## config.mk

```make
export PLATFORM = sky130hd
export DESIGN_NAME = scalar_mult_seq_ctrl
export DESIGN_NICKNAME = d
export VERILOG_FILES = /design/src/rtl/scalar_mult_seq_ctrl.sv
export SDC_FILE = /design/constraint.sdc
export NUM_CORES = 1
export LEC_CHECK = 0
export CAP_MARGIN = 10
export CORE_AREA = 2 2 232 234
export DETAILED_ROUTE_END_ITERATION = 16
export DIE_AREA = 0 0 234 236
export PLACE_DENSITY = 0.72
export REMOVE_ABC_BUFFERS = 1
export SETUP_SLACK_MARGIN = 0.15
export SYNTH_ARGS = -nofsm -noshare
export SYNTH_HDL_FRONTEND = slang
export SYNTH_SLANG_ARGS = --single-unit
export TNS_END_PERCENT = 10
```

## constraint.sdc

```tcl
create_clock -name clk -period 21.6 [get_ports clk]
set_input_delay 4.32 -clock clk [delete_from_list [all_inputs] [get_ports clk]]
set_output_delay 4.32 -clock clk [all_outputs]
set_load 0.01 [all_outputs]
```

## src/rtl/scalar_mult_seq_ctrl.sv

```systemverilog
// MSB-first double-and-add sequencer for ECC scalar multiplication.
// Issues transfer/double/add commands and tracks their completion interrupts.
module scalar_mult_seq_ctrl #(
    parameter int                KEY_W   = 576,
    parameter int                ADDR_W  = 6,
    parameter logic [ADDR_W-1:0] BASE_X  = 6'h03,
    parameter logic [ADDR_W-1:0] BASE_Y  = 6'h06,
    parameter logic [ADDR_W-1:0] ACC_X   = 6'h21,
    parameter logic [ADDR_W-1:0] ACC_Y   = 6'h27,
    parameter int                TIMEOUT = 1023
) (
    input  logic              clk,
    input  logic              rst,
    input  logic              start,
    input  logic [KEY_W-1:0]  scalar,
    input  logic              interupt_point_add,
    input  logic              interupt_point_double,
    input  logic              interupt_ram_transfer,
    output logic [1:0]        command_add_double,
    output logic              cmd_transfer,
    output logic              read_write_command,
    output logic [ADDR_W-1:0] read_address,
    output logic [ADDR_W-1:0] write_address,
    output logic              busy,
    output logic              done,
    output logic              error
);

    localparam int IDX_W = $clog2(KEY_W);
    localparam int TMR_W = $clog2(TIMEOUT + 1);

    typedef enum logic [3:0] {
        S_IDLE, S_SCAN, S_LD_X, S_LD_Y, S_DBL, S_ADD, S_NEXT, S_WB_X, S_WB_Y, S_DONE
    } state_t;

    state_t           state_q, state_d;
    logic [KEY_W-1:0] k_q;
    logic [IDX_W-1:0] idx_q, idx_d;
    logic [TMR_W-1:0] timer_q, timer_d;
    logic             first_q, first_d;
    logic             error_q, error_d;
    logic             msb0_q, msb0_d;
    logic             load_k;
    logic             waiting;

    // NOTE: registers update with non-blocking (<=) so every flop samples the pre-edge values.
    always_ff @(posedge clk) begin
        if (rst) begin
            state_q <= S_IDLE;
            idx_q   <= '0;
            timer_q <= '0;
            first_q <= 1'b0;
            error_q <= 1'b0;
            msb0_q  <= 1'b0;
        end else begin
            state_q <= state_d;
            idx_q   <= idx_d;
            timer_q <= timer_d;
            first_q <= first_d;
            error_q <= error_d;
            msb0_q  <= msb0_d;
        end
    end

    // NOTE: k_q is pure data qualified by the FSM, so it needs no reset.
    always_ff @(posedge clk) begin
        if (load_k) k_q <= scalar;
    end

    // NOTE: every signal driven here gets a default first, so no path infers a latch.
    always_comb begin
        state_d            = state_q;
        idx_d              = idx_q;
        timer_d            = timer_q;
        error_d            = error_q;
        msb0_d             = msb0_q;
        load_k             = 1'b0;
        waiting            = 1'b0;
        command_add_double = 2'h0;
        cmd_transfer       = 1'b0;
        read_write_command = 1'b0;
        read_address       = '0;
        write_address      = '0;

        case (state_q)
            S_IDLE: begin
                if (start) begin
                    load_k  = 1'b1;
                    idx_d   = IDX_W'(KEY_W - 1);
                    error_d = 1'b0;
                    state_d = S_SCAN;
                end
            end
            S_SCAN: begin
                if (k_q[idx_q]) begin
                    msb0_d  = (idx_q == '0);
                    state_d = S_LD_X;
                    if (idx_q != '0) idx_d = idx_q - 1'b1;
                end else if (idx_q != '0) begin
                    idx_d = idx_q - 1'b1;
                end else begin
                    error_d = 1'b1;
                    state_d = S_DONE;
                end
            end
            S_LD_X, S_LD_Y: begin
                waiting       = 1'b1;
                cmd_transfer  = first_q;
                read_address  = (state_q == S_LD_X) ? BASE_X : BASE_Y;
                write_address = (state_q == S_LD_X) ? ACC_X : ACC_Y;
                if (interupt_ram_transfer) begin
                    if (state_q == S_LD_X) state_d = S_LD_Y;
                    else                   state_d = msb0_q ? S_WB_X : S_DBL;
                end
            end
            S_DBL: begin
                waiting            = 1'b1;
                command_add_double = first_q ? 2'h2 : 2'h0;
                if (interupt_point_double) state_d = k_q[idx_q] ? S_ADD : S_NEXT;
            end
            S_ADD: begin
                waiting            = 1'b1;
                command_add_double = first_q ? 2'h1 : 2'h0;
                if (interupt_point_add) state_d = S_NEXT;
            end
            S_NEXT: begin
                if (idx_q == '0) begin
                    state_d = S_WB_X;
                end else begin
                    idx_d   = idx_q - 1'b1;
                    state_d = S_DBL;
                end
            end
            S_WB_X, S_WB_Y: begin
                waiting            = 1'b1;
                cmd_transfer       = first_q;
                read_write_command = 1'b1;
                read_address       = (state_q == S_WB_X) ? ACC_X : ACC_Y;
                write_address      = (state_q == S_WB_X) ? ACC_X : ACC_Y;
                if (interupt_ram_transfer) state_d = (state_q == S_WB_X) ? S_WB_Y : S_DONE;
            end
            S_DONE: begin
                state_d = S_IDLE;
            end
            default: begin
                state_d = S_IDLE;
            end
        endcase

        // Timer restarts on every state change; a stalled engine aborts the run.
        if (state_d != state_q) begin
            timer_d = '0;
        end else if (waiting) begin
            if (timer_q == TMR_W'(TIMEOUT - 1)) begin
                timer_d = '0;
                error_d = 1'b1;
                state_d = S_DONE;
            end else begin
                timer_d = timer_q + 1'b1;
            end
        end

        first_d = (state_d != state_q);
    end

    assign busy  = (state_q != S_IDLE) && (state_q != S_DONE);
    assign done  = (state_q == S_DONE);
    assign error = error_q;

endmodule

```

==> flow_metrics.py, run 1 <==
metrics = {
    "run_status": {
        "status": "completed",
    },
    "grt": {
        "grt_use_total": 0.242,
        "grt_pass1_wl_um": 96400,
        "antenna_found_initial": 20,
        "gr-total-overflow": 0,
        "grt_max_degree": 172,
        "grt_pass1_vias": 14900,
    },
    "route": {
        "vias": 14200,
        "wl_um": 66800,
        "wl_per_cell_um": 25.8,
        "drtIter0Drc": 1294,
        "dr.pass1.iters": 5,
        "viasPerCell": 5.48,
        "ant_nets": 0,
        "drc": 0,
    },
    "setup_path": {
        "crit_top_cell": "buf_4",
        "end_kind": "flip-flop",
        "reg2regPathDepth": 12,
        "criticalPathCategory": "input port to flip-flop",
        "cpPeakStageDelay_ns": 1.01,
        "cp-start-kind": "input port",
        "crit_fanout": 171,
        "cp_num_cells": 6,
        "cp_cell_sequence": "clkdlybuf4s50_1 -> nand3_1 -> inv_8 -> buf_4 -> buf_4 -> buf_4",
        "cp.required_ns": 21.83,
        "path_buf_inv": 5,
        "crit_slowest_cell": "buf_4",
        "critPathArrivalTime_ns": 9.10,
        "critical-path-top-delay-family": "buffers and inverters",
    },
    "clocking": {
        "clockRootBuffer": "clkbuf_16",
        "post-cts-setup-buffers": 0,
        "cts.sinks": 603,
        "post_cts_resize_count": 0,
        "cts_hold_buf": 0,
        "cts-buffers-inserted": 60,
        "clk_latency_ns": 0.62,
        "cts_tree": "built",
        "path_clk_slew_ns": 0.06,
        "cts_buffer_depth": 3,
        "cts_htree_levels": 2,
    },
    "synth": {
        "syn_area_um2": 24000,
        "synth_top_cell_by_area": "edfxtp_1",
        "synth_top_flop_cell": "edfxtp_1",
        "synth_edf_count": 576,
        "synth_area_per_cell_um2": 19.6,
        "synthMostInstantiatedCell": "edfxtp_1",
        "synth_common_cells": "576 x edfxtp_1, 128 x mux4_2, 63 x nand2_1, 40 x nor2_1, 36 x mux2i_1",
        "ys_async_sr_fraction": 0,
        "syn_inst": 1227,
        "yosysWarnings": 0,
        "ys_seq_area_frac": 0.742,
        "synth_cell_types": 80,
        "synthTopCellsByArea": "edfxtp_1 72%, mux4_2 12%, dfxtp_1 2.2%, mux2i_1 1.5%, nand2_1 0.98%",
        "synth_seq_cells": 603,
        "synth_top_area_share": 0.720,
    },
    "pwr": {
        "p_sw_mw": 1.10,
        "p_int_mw": 2.62,
        "ir_drop_mv": 0.0775,
        "power.share.sequential": 0.457,
        "power_switching_share": 0.294,
        "combPwrFrac": 0.271,
        "powerDensity_nw_per_um2": 114,
        "p_clk_frac": 0.273,
        "cellLeakagePower_nw": 10.9,
    },
    "sta": {
        "drv_slew": 0,
        "slew_headroom": 0.218,
        "fin_tns_setup_ns": 0,
        "min_period_ns": 8.86,
        "fmax_ghz": 0.113,
        "setup_viol": 0,
        "finClkSkew_ns": 0.0263,
        "rsz0062_at_grt": "no",
        "hold_viol_final": 0,
        "tightest_slew_ns": 1.17,
        "fin_crit_sh": 0.410,
    },
    "floorplanning": {
        "ios": 601,
        "die_y_um": 236,
        "rows": 85,
        "die_w_um": 234,
        "die-area_um2": 55200,
        "core_area_um2": 53100,
        "start_util": 0.453,
    },
    "min_path": {
        "hp-class": "flip-flop to flip-flop",
        "whs_path_depth": 2,
    },
    "finish": {
        "drive_above_1_share": 0.139,
        "syn_to_final_growth_pct": 35.2,
        "fin_util": 0.612,
        "num-nets-final": 2415,
    },
    "run": {
        "drv_cap": 0,
    },
    "place": {
        "io_buffers": 596,
        "place_congestion": 0.934,
        "hpwl_um": 48800,
    },
}
==> cells by family (layout without fill, tap and decap cells) <==
kind of cell	count (synthesis)	in the layout	share of synthesized area
AOI/OAI and AO/OA	127	127	0.0404
xor gates and xnor gates	19	19	0.00692
adders and majority gates	4	4	0.00208
buffers and inverters	89	735	0.0220
DFF	603	603	0.742
muxes	184	184	0.144
other	1	20	0.000156
and+or+nand+nor	200	200	0.0420
==> worst min-delay path, delay by kind of cell (launching register included) <==
| kind | cells | cell delay [ns] |
|---|---|---|
| flip-flops | 1 | 0.34 |
| multiplexers | 1 | 0.07 |
| AND/OR/NAND/NOR | 1 | 0.07 |
==> layout make-up <==
| class | count | area [µm²] |
|---|---|---|
| Clock buffer | 78 | 1630 |
| Timing Repair Buffer | 612 | 6090 |
| Tap cell | 696 | 871 |
| Multi-Input combinational cell | 538 | 5680 |
| Antenna cell | 16 | 40.0 |
| Inverter | 14 | 60.1 |
| Sequential cell | 603 | 17900 |
| Clock inverter | 31 | 280 |
| Fill cell | 3781 | 20600 |
==> power by group through the flow <==
stage,registers [mW],logic (mW),clock network [mW]
2_1_floorplan,1.92,0.637,0
3_3_place_gp,1.71,1.00,0
3_5_place_dp,1.73,1.02,0
4_1_cts,1.70,1.02,1.03
5_1_grt,1.72,1.09,1.08
6_report,1.70,1.01,1.01
==> path summary, 6_finish.rpt <==
path | startpoint | endpoint | slack (ns)
min reg2reg | msb0_q$_SDFFE_PP0P_ | msb0_q$_SDFFE_PP0P_ | 0.51
min | msb0_q$_SDFFE_PP0P_ | msb0_q$_SDFFE_PP0P_ | 0.51
max | start | k_q[434]$_DFFE_PP_ | 12.74
max reg2reg | idx_q[1]$_SDFFE_PP0P_ | timer_q[9]$_SDFFE_PP0N_ | 16.03
==> layout by cell type, fill, tap and decap left out, drive strengths merged, types with 17 or more instances in the layout <==
cell             n
a21oi           21
a22oi           17
clkbuf          78
clkdlybuf4s50  596
clkinv          26
dfxtp           27
edfxtp         576
mux2            19
mux2i           37
mux4           128
nand2           63
nor2            40
==> flip-flops by register name (all words and copies together) (netlist names) <==
signal,flops
k_q,576
first_q,1
error,1
msb0_q,1
timer_q,10
state_q,4
idx_q,10
==> per-stage QoR <==
stage                     hold WS [ns]  instances  power [mW]  worst slack [ns]  area [µm²]
after global routing             0.565       2584        3.89             12.34       32500
after CTS                        0.516       2572        3.76             12.71       32500
after global placement           0.485       2463        2.71             12.24       30600
after floorplan                  0.460       1155        2.55              5.06       23600
after detailed placement         0.503       2463        2.74             12.05       30600
final                            0.512       2588        3.72             12.74       32500
==> layer usage <==
layer  vias up  wire length (µm)  GRT usage
li1       6253                 -          -
met1      7114             24400      0.296
met2       685             34100      0.412
met3       120              6520     0.0750
met4        10              1700     0.0706
met5         -                54          0
(Power assumes the default switching activity.)
==> inputs of run 2 (changes only) <==
--- a/config.mk
+++ b/config.mk
@@ -6,10 +6,10 @@
 export NUM_CORES = 1
 export LEC_CHECK = 0
 export CAP_MARGIN = 10
-export CORE_AREA = 2 2 232 234
+export CORE_MARGIN = 1
+export CORE_UTILIZATION = 45
 export DETAILED_ROUTE_END_ITERATION = 16
-export DIE_AREA = 0 0 234 236
-export PLACE_DENSITY = 0.72
+export PLACE_DENSITY = 0.74
 export REMOVE_ABC_BUFFERS = 1
 export SETUP_SLACK_MARGIN = 0.15
 export SYNTH_ARGS = -nofsm -noshare
==> constraint.sdc (replaced) <==
create_clock -name clk -period 7.67 [get_ports clk]
set_input_delay 1.534 -clock clk [delete_from_list [all_inputs] [get_ports clk]]
set_output_delay 1.534 -clock clk [all_outputs]
set_load 0.01 [all_outputs]
==> run 2 against run 1 <==
Against the previous run:
- design area decreased by 0.15%
- first-iteration DRC count increased by 4.1%
- die area decreased by 1.6%
- largest cell class unchanged
- sequential share of layout area increased by 0.080 points
- via count increased by 1.2%
- worst hold slack improved by 0.012 ns
- total power increased to 2.8 times the previous value
- setup slack got worse by 10 ns
- final cell count decreased by 0.35%
- critical path depth increased by 5
- utilization increased by 0.39 points
==> flow_metrics.py, run 2 (synthesis results as in run 1) <==
metrics = {
    "sta": {
        "rsz0062_at_grt": "no",
        "hold_viol_final": 0,
        "min_period_ns": 4.96,
        "fmax_ghz": 0.202,
        "finClkSkew_ns": 0.0292,
        "hold_ws_ns": 0.525,
        "fin_crit_sh": 0.647,
        "drv_slew": 0,
        "setup_viol": 0,
        "slew_headroom": 0.325,
        "tightest_slew_ns": 1.00,
    },
    "finish": {
        "top_register": "k_q",
        "final_cell_mix": "596 x clkdlybuf4s50_1, 576 x edfxtp_1, 128 x mux4_2",
        "largestRegisters": "k_q: 576 flops, idx_q: 10 flops, timer_q: 10 flops",
        "num-nets-final": 2416,
        "syn_to_final_growth_pct": 35.0,
        "n_fill_cell": 3736,
        "largest_register_ffs": 576,
        "fin_util": 0.616,
        "final_common_cell": "clkdlybuf4s50_1",
        "drive_above_1_share": 0.138,
    },
    "setup_path": {
        "crit_slowest_cell": "dfxtp_4",
        "reg2regPathDepth": 11,
        "critPathArrivalTime_ns": 5.49,
        "cpPeakStageDelay_ns": 0.86,
        "cp_cell_sequence": "buf_4 -> mux4_2 -> a22o_1 -> a211o_1 -> a311o_1 -> o311a_1 -> or4_1 -> nand3_2 -> mux2i_2 -> mux2i_1 -> and4_1",
        "cp.required_ns": 8.20,
        "end_kind": "flip-flop",
        "cp-start-kind": "flip-flop",
        "reg2reg_slack_ns": 2.71,
        "rr_endpoint": "timer_q[6]$_SDFFE_PP0N_",
        "crit_fanout": 48,
        "criticalPathCategory": "flip-flop to flip-flop",
        "reg2reg_from": "idx_q[2]$_SDFFE_PP0P_",
    },
    "grt": {
        "antenna_found_initial": 26,
        "grt_pass1_wl_um": 95900,
        "grt_max_degree": 140,
        "grt_pass1_vias": 14900,
        "gr-usage-met3": 0.0660,
        "gr-total-overflow": 0,
        "grt_use_total": 0.248,
        "grtUsageMet1": 0.296,
        "grt_use_met2": 0.427,
        "top_usage_layer": "met2",
    },
    "pwr": {
        "ir_drop_mv": 0.295,
        "powerDensity_nw_per_um2": 320,
        "cellLeakagePower_nw": 10.8,
    },
    "clocking": {
        "clockRootBuffer": "clkbuf_16",
        "cts_tree": "built",
        "post_cts_resize_count": 0,
        "cts_htree_levels": 2,
        "cts_hold_buf": 0,
        "cts-buffers-inserted": 61,
        "post-cts-setup-buffers": 0,
        "cts_buffer_depth": 3,
        "clk_latency_ns": 0.62,
        "cts.sinks": 603,
        "path_clk_slew_ns": 0.06,
    },
    "floorplanning": {
        "die-area_um2": 54300,
        "die_w_um": 233,
        "core_area_um2": 52700,
        "die_y_um": 233,
        "rows": 84,
        "start_util": 0.457,
        "ios": 601,
    },
    "route": {
        "drtIter0Drc": 1347,
        "viasPerCell": 5.56,
        "dr.pass1.iters": 6,
        "wl_per_cell_um": 26.5,
        "ant_nets": 0,
        "vias": 14300,
        "wl_um": 68300,
        "drc": 0,
    },
    "min_path": {
        "min_from": "msb0_q$_SDFFE_PP0P_",
        "hp-class": "flip-flop to flip-flop",
        "whs_path_depth": 2,
        "holdPathEnd": "msb0_q$_SDFFE_PP0P_",
    },
    "place": {
        "hpwl_um": 50200,
        "io_buffers": 596,
        "place_congestion": 0.853,
    },
    "run_status": {
        "status": "completed",
    },
    "run": {
        "drv_cap": 0,
    },
}
## run 2: cell count changes in the layout (fill, tap and decap cells not counted), sizes merged
cell and delta:
inv +3, bufinv -4, clkbuf -1, clkinvlp -1
diode +4, clkinv -2
## run 2: worst max path at each step
stage | start | slack [ns] | cells after the start | endpoint
after floorplan | start | -6.08 | 2 | k_q[0]$_DFFE_PP_
after CTS | idx_q[0]$_SDFFE_PP0P_ | 2.66 | 11 | timer_q[6]$_SDFFE_PP0N_
final | idx_q[2]$_SDFFE_PP0P_ | 2.71 | 11 | timer_q[6]$_SDFFE_PP0N_
after global routing | idx_q[0]$_SDFFE_PP0P_ | 2.35 | 11 | timer_q[2]$_SDFFE_PP0N_
after global placement | idx_q[0]$_SDFFE_PP0P_ | 2.83 | 11 | timer_q[0]$_SDFFE_PP0N_
after detailed placement | idx_q[0]$_SDFFE_PP0P_ | 2.72 | 11 | timer_q[6]$_SDFFE_PP0N_
## run 2: worst max-delay path: cells and delay by family (launching register included)
kind | cells | cell delay [ns]
multiplexers | 3 | 1.40
AO/OA/AOI/OAI | 4 | 1.17
AND/OR/NAND/NOR | 3 | 0.89
flip-flops | 1 | 0.86
buffers and inverters | 1 | 0.48
## run 2: report_power, final
group | internal [mW] | leakage [nW] | total (mW) | switching [mW]
logic | 1.29 | 4.23 | 2.87 | 1.58
clock network | 1.51 | 0.877 | 2.72 | 1.21
registers | 4.46 | 5.72 | 4.80 | 0.337
## run 2: layout make-up
| cell class | instances | area [µm²] | area share |
|---|---|---|---|
| inverters | 14 | 60.1 | 0.00185 |
| diodes | 20 | 50.0 | 0.00154 |
| well taps | 688 | 861 | 0.0265 |
| clock buffers | 77 | 1610 | 0.0495 |
| repair buffers | 612 | 6150 | 0.189 |
| flip-flops and latches | 603 | 17900 | 0.550 |
| clock inverters | 27 | 190 | 0.00586 |
| multi-input cells | 538 | 5690 | 0.175 |
## run 2: metrics by stage
step	setup WS, ns	setup TNS, ns	cell area [µm²]	power [mW]	cells
finish	2.71	0	32500	10.4	2579
global route	2.35	0	32500	10.8	2578
CTS	2.66	0	32400	10.5	2559
detailed placement	2.72	0	30600	7.75	2455
global placement	2.83	0	30600	7.67	2455
floorplan	-6.08	-3529.77	23600	7.25	1155
## run 2: routing by layer
layer | share of wire | wire, µm
met5 | 0.0016 | 110
met4 | 0.027 | 1820
met3 | 0.088 | 6010
met2 | 0.52 | 35600
met1 | 0.36 | 24700
==> inputs of run 3 (changes only) <==
==> constraint.sdc (replaced) <==
create_clock -name clk -period 4.5 [get_ports clk]
set_input_delay 0.9 -clock clk [delete_from_list [all_inputs] [get_ports clk]]
set_output_delay 0.9 -clock clk [all_outputs]
set_load 0.01 [all_outputs]
==> run 3 against run 2 <==
Against the previous run:
- routed wire length is 0.92% higher
- non-clock buffer count grew 40
- clock skew down 0.0093 ns
- critical path type unchanged
- critical endpoint is now timer_q[7]$_SDFFE_PP0N_
- highest routed layer unchanged
==> flow_metrics.py, run 3 (synthesis results as in run 1) <==
metrics = {
    "setup_path": {
        "end_kind": "flip-flop",
        "criticalPathCategory": "flip-flop to flip-flop",
        "crit_fanout": 13,
        "critPathArrivalTime_ns": 4.60,
        "crit_slowest_cell": "mux4_2",
        "cp.required_ns": 5.05,
        "cpPeakStageDelay_ns": 0.54,
        "cp_cell_sequence": "buf_12 -> buf_4 -> mux4_2 -> mux4_2 -> nand2_1 -> o21ai_0 -> a21oi_1 -> o2111ai_1 -> nand3_2 -> mux2i_4 -> mux2i_4 -> and4_1",
        "cp-start-kind": "flip-flop",
    },
    "place": {
        "hpwl_um": 51900,
        "place_congestion": 0.870,
        "io_buffers": 596,
        "place_ws_ns": 0.136,
        "dp_cells": 2490,
    },
    "floorplanning": {
        "die_y_um": 233,
        "die-area_um2": 54300,
        "die_w_um": 233,
        "rows": 84,
        "core_area_um2": 52700,
        "ios": 601,
        "start_util": 0.457,
    },
    "finish": {
        "largestRegisters": "k_q: 576 flops, idx_q: 10 flops, timer_q: 10 flops",
        "largest_register_ffs": 576,
        "syn_to_final_growth_pct": 37.1,
        "final_common_cell": "clkdlybuf4s50_1",
        "final_cells": 2612,
        "num-nets-final": 2456,
        "seqCellArea_um2": 17900,
        "top_register": "k_q",
        "n_fill_cell": 3605,
        "drive_above_1_share": 0.158,
        "final_cell_mix": "596 x clkdlybuf4s50_1, 576 x edfxtp_1, 128 x mux4_2",
        "multi_input_area_um2": 5730,
    },
    "grt": {
        "antenna_found_initial": 8,
        "grt_max_degree": 82,
        "gr-total-overflow": 0,
        "grt_pass1_wl_um": 97600,
        "grt_use_total": 0.252,
        "grt_pass1_vias": 15400,
    },
    "route": {
        "drc": 0,
        "vias": 14500,
        "dr.pass1.iters": 7,
        "wl_per_cell_um": 26.4,
        "ant_nets": 0,
        "drtIter0Drc": 1245,
        "wl_um": 68900,
        "viasPerCell": 5.55,
    },
    "clocking": {
        "path_clk_slew_ns": 0.06,
        "clk_latency_ns": 0.62,
        "cts.sinks": 603,
        "cts_htree_levels": 2,
        "cts_buffer_depth": 3,
        "clockRootBuffer": "clkbuf_16",
        "cts-buffers-inserted": 61,
        "cts_tree": "built",
        "cts_hold_buf": 0,
    },
    "pwr": {
        "ir_drop_mv": 0.358,
        "p_int_mw": 12.8,
        "cellLeakagePower_nw": 11.1,
        "powerDensity_nw_per_um2": 553,
        "p_total_mw": 18.2,
        "p_clk_frac": 0.263,
        "p_sw_mw": 5.47,
        "combPwrFrac": 0.295,
        "power.share.sequential": 0.442,
        "power_switching_share": 0.300,
    },
    "sta": {
        "fin_ws_ns": 0.450,
        "hold_viol_final": 0,
        "setup_viol": 0,
        "drv_slew": 0,
        "finClkSkew_ns": 0.0199,
        "fmax_ghz": 0.247,
        "fin_tns_setup_ns": 0,
        "tightest_slew_ns": 0.821,
        "rsz0062_at_grt": "no",
        "slew_headroom": 0.451,
        "min_period_ns": 4.05,
        "fin_crit_sh": 0.900,
    },
    "run": {
        "drv_cap": 0,
    },
    "run_status": {
        "status": "completed",
    },
    "min_path": {
        "hp-class": "flip-flop to flip-flop",
    },
}
## run 3: changes by cell type in the layout (fill, tap and decap cells not counted), sizes merged
cell and change:
diode -12, inv -1, clkinvlp +2, clkbuf +5
clkinv -3, buf +40, bufinv +2
## run 3: metal layers
metal	vias up	global-route usage	wire length [µm]
met3	96	0.0524	5520
met2	693	0.449	36500
met5	-	0	26
li1	6344	-	-
met4	4	0.0709	1330
met1	7371	0.308	25500
## run 3: repair_timing
item / CTS / global route
resized for setup: 2 / 4
buffers inserted: 0 / 5
setup endpoints to repair: 9 / 11
pin swaps: 0 / 0
## run 3: power groups by stage
stage,combinational [mW],sequential [mW],clock [mW]
5_1_grt,5.76,8.15,5.09
6_report,5.38,8.06,4.79
3_3_place_gp,5.18,8.14,0
4_1_cts,5.32,8.09,4.87
3_5_place_dp,5.28,8.20,0
2_1_floorplan,3.00,8.27,0
## run 3: cell type report
type / count / area share
Clock inverter: 27 / 0.00729
Timing Repair Buffer: 652 / 0.199
Inverter: 14 / 0.00182
Antenna cell: 8 / 0.000608
Tap cell: 688 / 0.0261
Sequential cell: 603 / 0.542
Multi-Input combinational cell: 538 / 0.174
Clock buffer: 82 / 0.0494
## run 3: path summary, 6_finish.rpt
path	startpoint	depth (start not counted)	slack, ns	to
worst max-delay path	idx_q[0]$_SDFFE_PP0P_	12	0.45	timer_q[7]$_SDFFE_PP0N_
worst min-delay path	msb0_q$_SDFFE_PP0P_	2	0.51	msb0_q$_SDFFE_PP0P_
worst max register to register	idx_q[0]$_SDFFE_PP0P_	12	0.45	timer_q[7]$_SDFFE_PP0N_
worst min register to register	msb0_q$_SDFFE_PP0P_	2	0.51	msb0_q$_SDFFE_PP0P_
## run 3: metrics by stage
step	cell area, µm²	hold slack (ns)	util
2_1_floorplan	23600	0.460	-
3_3_place_gp	31000	0.476	0.588
3_5_place_dp	31000	0.490	0.588
4_1_cts	32800	0.506	0.624
5_1_grt	32900	0.562	0.626
6_report	32900	0.514	0.626
## run 3: worst max-delay path, delay by kind of cell (launching register included)
family	cells	cell delay [ns]
buffers and inverters	2	0.45
DFF	1	0.52
AOI/OAI and AO/OA	3	0.63
muxes	4	1.80
and+or+nand+nor	3	0.56
